<file path="src/rtl/mem_txn_sequencer.sv">
// mem_txn_sequencer: four-phase write/read burst sequencer with read-back checking
module mem_txn_sequencer #(
    parameter int ADDR_W      = 17,
    parameter int DATA_W      = 4,
    parameter int NCH         = 2,
    parameter int NUM_TXN     = 16,
    parameter int ADDR_STEP   = 1,
    parameter int SYNC_STAGES = 2,
    parameter int TIMEOUT_CYC = 1024,
    parameter int ERR_W       = 8
) (
    input  logic                  CLK,
    input  logic                  RST,
    input  logic                  Start,
    input  logic [1:0]            Mode,
    input  logic [ADDR_W-1:0]     BaseAddr,
    input  logic [DATA_W-1:0]     Seed,
    output logic [ADDR_W-1:0]     A,
    output logic [NCH-1:0]        RW,
    output logic [NCH*DATA_W-1:0] W,
    input  logic [NCH-1:0]        WdataAck,
    input  logic [NCH*DATA_W-1:0] R,
    output logic [NCH-1:0]        RDataAck,
    input  logic                  Ack,
    output logic                  Busy,
    output logic                  Done,
    output logic                  Timeout,
    output logic [ERR_W-1:0]      ErrCount
);
    localparam int IW = $clog2(NUM_TXN + 1);
    localparam int CW = $clog2(TIMEOUT_CYC + 1);
    localparam int MW = $clog2(NCH + 1);
    localparam int SW = ERR_W + MW;
    localparam logic [2*((NCH+1)/2)-1:0] wr_rep = {((NCH+1)/2){2'b01}};

    typedef enum logic [2:0] {IDLE, WR_REQ, WR_REL, RD_REQ, RD_ACK, RD_REL, NEXT, DONE} state_t;

    state_t                state, state_n;
    logic [SYNC_STAGES-1:0] ack_sr;
    logic [NCH-1:0]        wack_sr [SYNC_STAGES];
    logic [NCH*DATA_W-1:0] r_sr [SYNC_STAGES];
    logic                  ack_s;
    logic [NCH-1:0]        wack_s;
    logic [NCH*DATA_W-1:0] r_s;
    logic [CW-1:0]         cnt;
    logic [1:0]            mode_q;
    logic [ADDR_W-1:0]     base_q, addr;
    logic [DATA_W-1:0]     seed_q, pat;
    logic [IW-1:0]         i;
    logic                  rd_pass, was_rd, tmo_q;
    logic [ERR_W-1:0]      err_count, err_sat;
    logic [MW-1:0]         mism;
    logic [SW-1:0]         sum;
    logic                  start_acc, adv, rewind, err_upd, to_hit, go, wait_st, last;

    assign ack_s  = ack_sr[SYNC_STAGES-1];
    assign wack_s = wack_sr[SYNC_STAGES-1];
    assign r_s    = r_sr[SYNC_STAGES-1];

    // Synchronise the macro's handshake and read data into the CLK domain
    always_ff @(posedge CLK) begin
        if (RST) begin
            ack_sr <= '0;
            for (int s = 0; s < SYNC_STAGES; s++) begin
                wack_sr[s] <= '0;
                r_sr[s]    <= '0;
            end
        end else begin
            ack_sr     <= {ack_sr[SYNC_STAGES-2:0], Ack};
            wack_sr[0] <= WdataAck;
            r_sr[0]    <= R;
            for (int s = 1; s < SYNC_STAGES; s++) begin
                wack_sr[s] <= wack_sr[s-1];
                r_sr[s]    <= r_sr[s-1];
            end
        end
    end

    // Count read-back channel mismatches and form the saturated error total
    always_comb begin
        mism = '0;
        for (int c = 0; c < NCH; c++)
            mism = mism + MW'(r_s[c*DATA_W +: DATA_W] != pat + DATA_W'(c));
        sum     = SW'(err_count) + SW'(mism);
        err_sat = sum > SW'({ERR_W{1'b1}}) ? {ERR_W{1'b1}} : sum[ERR_W-1:0];
    end

    // Next-state and sequencing decisions
    always_comb begin
        state_n   = state;
        start_acc = 1'b0;
        adv       = 1'b0;
        rewind    = 1'b0;
        wait_st   = state inside {WR_REQ, WR_REL, RD_REQ, RD_REL};
        go        = state == WR_REQ ? ack_s && &wack_s : state == RD_REQ ? ack_s : !ack_s;
        to_hit    = wait_st && !go && cnt == CW'(TIMEOUT_CYC);
        err_upd   = state == RD_REQ && ack_s;
        last      = i == IW'(NUM_TXN - 1);
        case (state)
            IDLE, DONE: begin
                start_acc = Start;
                state_n   = !Start ? state : Mode == 2'b01 ? RD_REQ : WR_REQ;
            end
            WR_REQ:  state_n = go ? WR_REL : to_hit ? DONE : state;
            WR_REL:  state_n = go ? NEXT : to_hit ? DONE : state;
            RD_REQ:  state_n = go ? RD_ACK : to_hit ? DONE : state;
            RD_ACK:  state_n = RD_REL;
            RD_REL:  state_n = go ? NEXT : to_hit ? DONE : state;
            NEXT: begin
                if (mode_q == 2'b11 && !was_rd) begin
                    state_n = RD_REQ;
                end else if (!last) begin
                    adv     = 1'b1;
                    state_n = (mode_q == 2'b01 || (mode_q == 2'b10 && rd_pass)) ? RD_REQ : WR_REQ;
                end else if (mode_q == 2'b10 && !rd_pass) begin
                    rewind  = 1'b1;
                    state_n = RD_REQ;
                end else begin
                    state_n = DONE;
                end
            end
            default: state_n = IDLE;
        endcase
    end

    // State register, per-state cycle counter and run context
    always_ff @(posedge CLK) begin
        if (RST) begin
            state     <= IDLE;
            cnt       <= '0;
            mode_q    <= '0;
            base_q    <= '0;
            seed_q    <= '0;
            addr      <= '0;
            pat       <= '0;
            i         <= '0;
            rd_pass   <= 1'b0;
            was_rd    <= 1'b0;
            err_count <= '0;
            tmo_q     <= 1'b0;
        end else begin
            state  <= state_n;
            cnt    <= state_n != state ? '0 : cnt + 1'b1;
            was_rd <= state == RD_REL ? 1'b1 : state == WR_REL ? 1'b0 : was_rd;
            if (err_upd)
                err_count <= err_sat;
            if (to_hit)
                tmo_q <= 1'b1;
            if (start_acc) begin
                mode_q    <= Mode;
                base_q    <= BaseAddr;
                seed_q    <= Seed;
                addr      <= BaseAddr;
                pat       <= Seed;
                i         <= '0;
                rd_pass   <= Mode == 2'b01;
                was_rd    <= 1'b0;
                err_count <= '0;
                tmo_q     <= 1'b0;
            end
            if (adv) begin
                i    <= i + 1'b1;
                addr <= addr + ADDR_W'(ADDR_STEP);
                pat  <= pat + 1'b1;
            end
            if (rewind) begin
                i       <= '0;
                addr    <= base_q;
                pat     <= seed_q;
                rd_pass <= 1'b1;
            end
        end
    end

    // Macro-side outputs decoded from the state; zero outside request phases
    always_comb begin
        W = '0;
        for (int c = 0; c < NCH; c++)
            W[c*DATA_W +: DATA_W] = state == WR_REQ ? pat + DATA_W'(c) : '0;
    end

    assign A        = state inside {WR_REQ, RD_REQ} ? addr : '0;
    assign RW       = state == WR_REQ ? wr_rep[NCH-1:0] : state == RD_REQ ? {NCH{1'b1}} : '0;
    assign RDataAck = state == RD_ACK ? {NCH{1'b1}} : '0;
    assign Busy     = !(state inside {IDLE, DONE});
    assign Done     = state == DONE;
    assign Timeout  = tmo_q;
    assign ErrCount = err_count;
endmodule
</file>
<file path="config.mk">
export PLATFORM = sky130hd
export DESIGN_NAME = mem_txn_sequencer
export DESIGN_NICKNAME = d
export VERILOG_FILES = /design/src/rtl/mem_txn_sequencer.sv
export SDC_FILE = /design/constraint.sdc
export NUM_CORES = 1
export LEC_CHECK = 0
export CORE_ASPECT_RATIO = 0.6
export CORE_UTILIZATION = 50
export CTS_CLUSTER_SIZE = 30
export DETAILED_ROUTE_END_ITERATION = 8
export PLACE_DENSITY_LB_ADDON = 0.08
export SYNTH_ARGS = -nofsm -noshare
export SYNTH_HDL_FRONTEND = slang
export SYNTH_SLANG_ARGS = --single-unit
</file>
<file path="constraint.sdc">
create_clock -name CLK -period 2.81 [get_ports CLK]
set_clock_uncertainty 0.05 [all_clocks]
set_input_delay 0.562 -clock CLK [delete_from_list [all_inputs] [get_ports CLK]]
set_output_delay 0.562 -clock CLK [all_outputs]
set_load 0.005 [all_outputs]
</file>
# [Word level (Yosys, flattened, before mapping)]
# Memories as Yosys holds them, arrays and structs flattened.
# Index checks and enable logic that the tools add are counted.
[totals] n_memories=2 reg_bits=76 ramBits=20 output_inout_bits=40 inputBits=37 elab_cells=116
[classes] n_eq_ne=16 reduce_logical=27 addsub=6 muxes=47 n_lt_le_gt_ge=1 bitwise=4
[mem_list] memory="r_sr" depth=2 width=8 rd=2 rd_clocked_by_memory_dff=0 wr=2 line_no="41" rtl="logic [NCH*DATA_W-1:0] r_sr [SYNC_STAGES];"
[mem_list] memory="wack_sr" depth=2 width=2 rd=2 rd_clocked_by_memory_dff=0 wr=2 line_no="40" rtl="logic [NCH-1:0] wack_sr [SYNC_STAGES];"
[ops] operator="2-to-1 mux 17 bit" n=4
[ops] operator="2-to-1 mux 3 bit" n=8
[ops] operator="2-to-1 mux 8 bit" n=3
[ops] operator="2-to-1 mux 4 bit" n=5
[ops] operator="case mux 3 bit (6 select lines)" n=1
[ops] operator="adder 17 x 1 -> 17 bit, second input constant" n=1
[ops] operator="2-to-1 mux 1 bit" n=17
[ops] operator="2-to-1 mux 2 bit" n=7
[ops] operator="equality test 3 bit, second input constant" n=4
[ops] operator="adder 11 x 1 -> 11 bit, second input constant" n=1
[ops] operator="equality test 11 bit, second input constant" n=1
[ops] operator="2-to-1 mux 5 bit" n=2
[ops] operator="nonzero test 2 bit" n=5
[ops] operator="OR reduction 2 bit" n=5
[ops] operator="adder 8 x 2 -> 9 bit" n=1
[ops] operator="> comparator 9 x 8 -> 1 bit, second input constant" n=1
[ops] operator="!= test 4 bit" n=2
[ops] operator="logical AND 1 bit" n=7
[ops] operator="equality test 3 x 2 -> 1 bit, second input constant" n=2
[ops] operator="adder 5 x 1 -> 5 bit, second input constant" n=1
[ops] operator="equality test 5 x 4 -> 1 bit, second input constant" n=1
[ops] operator="zero test 1 bit" n=5
[ops] operator="adder 4 x 1 -> 4 bit, second input constant" n=1
[ops] operator="equality test 2 x 1 -> 1 bit, second input constant" n=2
[ops] operator="other kinds (10)" n=14

# [Depth between registers and ports, before layout]
# An unclocked memory read counts as a cell.
[logic_depth] ltp_word=12 ltp_mapped=12

# [Worst setup path after synthesis]
# OpenSTA, ideal clock, no wires.
[synth_path] path_type="reg2reg" start="reg pat[0]" end="reg err_count[6], in the netlist ErrCount[6]" arrival_time_ps=2214 required_ps=2682 n_path_buf=1 setup_time_ps=78 setup_slack_ps=468 path_stages_with_launch=12 path_cell_list="dfxtp_1 clkbuf_1 nand3_1 xor2_1 xor2_1 nand4_1 fa_1 ha_1 nand3_1 nor2_1 and3b_1 nor3_1"
[synth_via] elab_chain_cells=6
[synth_lines] item="from (decl)" line_no="48" rtl="logic [DATA_W-1:0] seed_q, pat;"
[synth_lines] item="from (signal assigned)" line_no="164" rtl="pat <= pat + 1'b1;"
[synth_lines] item="from (signal assigned)" line_no="169" rtl="pat <= seed_q;"
[synth_lines] item="adder 4 x 1 -> 4 bit" line_no="83" rtl="mism = mism + MW'(r_s[c*DATA_W +: DATA_W] != pat + DATA_W'(c));"
[synth_lines] item="!= test 4 bit" line_no="83"
[synth_lines] item="adder 1 x 1 -> 2 bit *" line_no="83"
[synth_lines] item="adder 8 x 2 -> 9 bit *" line_no="84" rtl="sum = SW'(err_count) + SW'(mism);"
[synth_lines] item="> comparator 9 x 8 -> 1 bit" line_no="85" rtl="err_sat = sum > SW'({ERR_W{1'b1}}) ? {ERR_W{1'b1}} : sum[ERR_W-1:0];"
[synth_lines] item="2-to-1 mux 8 bit *" line_no="85"
[synth_lines] item="to (signal assigned)" line_no="146" rtl="err_count <= err_sat;"
[synth_lines] item="to (decl)" line_no="51" rtl="logic [ERR_W-1:0] err_count, err_sat;"
# Mark *: on every way between the ends. The rest lies on a longest branch, timed or not.
# A chain may end at the register's enable or synchronous reset.

# [Final worst setup path]
[layout_path] start="reg state[0]" end="out W[7]"
[layout_via] elab_chain_cells=2
[layout_lines] item="from (decl)" line_no="38" rtl="state_t state, state_n;"
[layout_lines] item="from (signal assigned)" line_no="142" rtl="state <= state_n;"
[layout_lines] item="equality test 3 x 1 -> 1 bit" line_no="179" rtl="W[c*DATA_W +: DATA_W] = state == WR_REQ ? pat + DATA_W'(c) : '0;"
[layout_lines] item="2-to-1 mux 4 bit" line_no="179"
[layout_lines] item="to (decl)" line_no="20" rtl="output logic [NCH*DATA_W-1:0] W,"
# Every way passes these cells.

==> impl_metrics.json <==
{
  "outcome": "finished, final reports clean",
  "ant_nets": 0,
  "numCtsBuffers": 9,
  "min_period_ns": 2.67,
  "fillCellCount": 689,
  "setup_viol": 0,
  "clk_latency_ns": 0.34,
  "cpLargestDelayFamily": "buffers and inverters",
  "yosysMostFrequentCell": "dfxtp_1",
  "worstPathArrival_ns": 2.06,
  "total_power_mw": 4.41,
  "syn_inst": 545,
  "synth_top_area_frac": 0.426,
  "rsz0062_at_grt": "no",
  "worst_path_most_repeated_cell": "nor2_1",
  "routed_wl_um": 10700,
  "syn-num-nets": 591,
  "yosysSeqAreaShare": 0.426,
  "grt_max_degree": 73,
  "hold_class": "reg -> reg",
  "cp_max_fo": 20,
  "vias": 4071,
  "yosysWarnings": 0,
  "grt_use_total": 0.233,
  "slowest_delay_ns": 0.52,
  "synthTopCellsByCount": "dfxtp_1 (96), nand2_1 (68), a21oi_1 (45), nor2_1 (37), and2_1 (28)",
  "syn-cell-area_um2": 4510,
  "slowest_stage": "clkdlybuf4s50_1",
  "core_um2": 8620,
  "synthFlopType": "dfxtp_1",
  "dr.pass1.iters": 5,
  "yosys-top-cells-area": "dfxtp_1 (43%), nand2_1 (5.7%), a21oi_1 (5.0%)",
  "grt_pass1_wl_um": 17300,
  "cts.clk_slew.worst_paths_ns": 0.06,
  "synth_enable_flop_cells": 0,
  "wl_per_cell_um": 14.6,
  "synth_async_sr_flop_share": 0,
  "portBuffers": 76,
  "gp_congestion": 0.863,
  "post-route-util": 0.662,
  "antenna_found_initial": 0,
  "grt_pass1_vias": 3486,
  "endpoint_kind": "output port",
  "drv_cap": 0,
  "vdd_drop_max_v": 0.000396,
  "avgSynthCellArea_um2": 8.27,
  "path_class": "reg -> out",
  "crit_chain": "inv_1, nor2_1, buf_4, nand2b_1, nor2_1, clkdlybuf4s50_1",
  "die_area_um2": 9410,
  "viasPerCell": 5.58,
  "start_kind": "flip-flop",
  "syn_to_final_growth_pct": 26.6,
  "final.setup.tns_ns": 0,
  "cts_tree": "yes",
  "cts_htree_levels": 3,
  "cts.sinks": 96,
  "start_util": 0.523,
  "grt.overflow.total": 0,
  "tightestPinTransition_ns": 0.837,
  "power_density_nw_per_um2": 773,
  "slew_viol_final": 0,
  "post_cts_buffers": 0,
  "drt_iter0_markers": 256,
  "slew_headroom": 0.438,
  "cp.required_ns": 2.20,
  "rows": 26,
  "timing.fmax_ghz": 0.375,
  "dp_hpwl_um": 7550,
  "ys_types": 49,
  "die_x_um": 125,
  "antenna_cells": 0,
  "hold_viol": 0,
  "yosys.area.top_type": "dfxtp_1",
  "synth_seq_cells": 96,
  "finalCritPeriodShare": 0.950,
  "fin_nets": 658,
  "clockRootBuffer": "clkbuf_16",
  "critPathBufInv": 3,
  "boundaryPins": 77,
  "p_leak_nw": 2.04,
  "clockBufferDepth": 2,
  "drive_gt1_frac": 0.0713,
  "drc_errors": 0,
  "die_y_um": 75.6
}
## timing repair
action / 4_1_cts / 5_1_grt
hold buffers: 0 / 0
resized for setup: 0 / 3
setup endpoints to repair: 0 / 9
## worst register-to-register path, delay by kind of cell, from the launching register on
kind | cells | cell delay (ns)
fa+ha+maj | 3 | 0.90
simple gates | 4 | 0.58
flops | 1 | 0.42
xor+xnor | 2 | 0.41
compound gates | 1 | 0.11
## placed cells by master, fill, tap and decap left out, types with 14 or more instances in the layout
cell type and n:
clkdlybuf4s50_1 75, a21oi_1 45, a31oi_1 21, nor2_1 37, dfxtp_1 94, nand2_1 68
and2_1 28, nor2b_1 24, xnor2_1 18, o21ai_0 26, a22oi_1 16, nand3_1 16
buf_4 14
## stage by stage
step           setup WS, ns  area, um2  instances  hold WS, ns
4_1_cts              0.0300       5700        729        0.386
3_5_place_dp          0.166       5390        713        0.370
2_1_floorplan         0.468       4510        545        0.364
6_report              0.141       5710        729        0.384
3_3_place_gp          0.328       5390        713        0.372
5_1_grt              0.0327       5710        729        0.409
## final timing paths
path	start	to	slack (ns)	cells after the start
worst max-delay path	state[0]	W[7]	0.14	6
worst min-delay path	ack_sr[0]	ack_sr[1]	0.38	1
worst max register to register	pat[0]	ErrCount[3]	0.22	10
worst min register to register	ack_sr[0]	ack_sr[1]	0.38	1
## kinds of logic after synthesis
| kind of cell | count (synthesis) | share of synthesized area |
|---|---|---|
| simple gates | 229 | 0.261 |
| mux | 5 | 0.0117 |
| flops | 96 | 0.426 |
| compound gates | 134 | 0.180 |
| fa+ha+maj | 9 | 0.0266 |
| xor+xnor | 27 | 0.0525 |
| buf+inv | 45 | 0.0414 |
## layout make-up
type / instances / area [um2] / area share
multi-input combinational: 404 / 2420 / 0.424
sequential: 96 / 1920 / 0.337
timing repair buffer: 91 / 881 / 0.154
clock buffer: 10 / 239 / 0.0419
tap: 112 / 140 / 0.0246
clock inverter: 6 / 67.6 / 0.0118
inverter: 10 / 37.5 / 0.00658
## power breakdown
group          total, mW  internal (mW)  leakage (nW)  switching (mW)
registers           1.81           1.56         0.785           0.247
logic               1.37          0.629          1.11           0.739
clock network       1.24          0.717         0.145           0.521
## sequential cells by signal (all words and copies together), names as in the netlist
register and flops:
ErrCount 8, Timeout 1, ack_sr 2, addr 17
base_q 17, cnt 11, i 5, mode_q 2
pat 4, r_sr 16, rd_pass 1, seed_q 4
state 3, wack_sr 4, was_rd 1
## routing by layer
| metal | vias up | global-route usage | routed length (um) |
|---|---|---|---|
| met5 | - | 0 | 0 |
| met4 | 0 | 0.0656 | 68 |
| met3 | 7 | 0.0590 | 682 |
| met2 | 140 | 0.348 | 4510 |
| met1 | 1895 | 0.334 | 5390 |
| li1 | 2029 | - | - |
No activity file was read; power rests on OpenSTA's default activity.
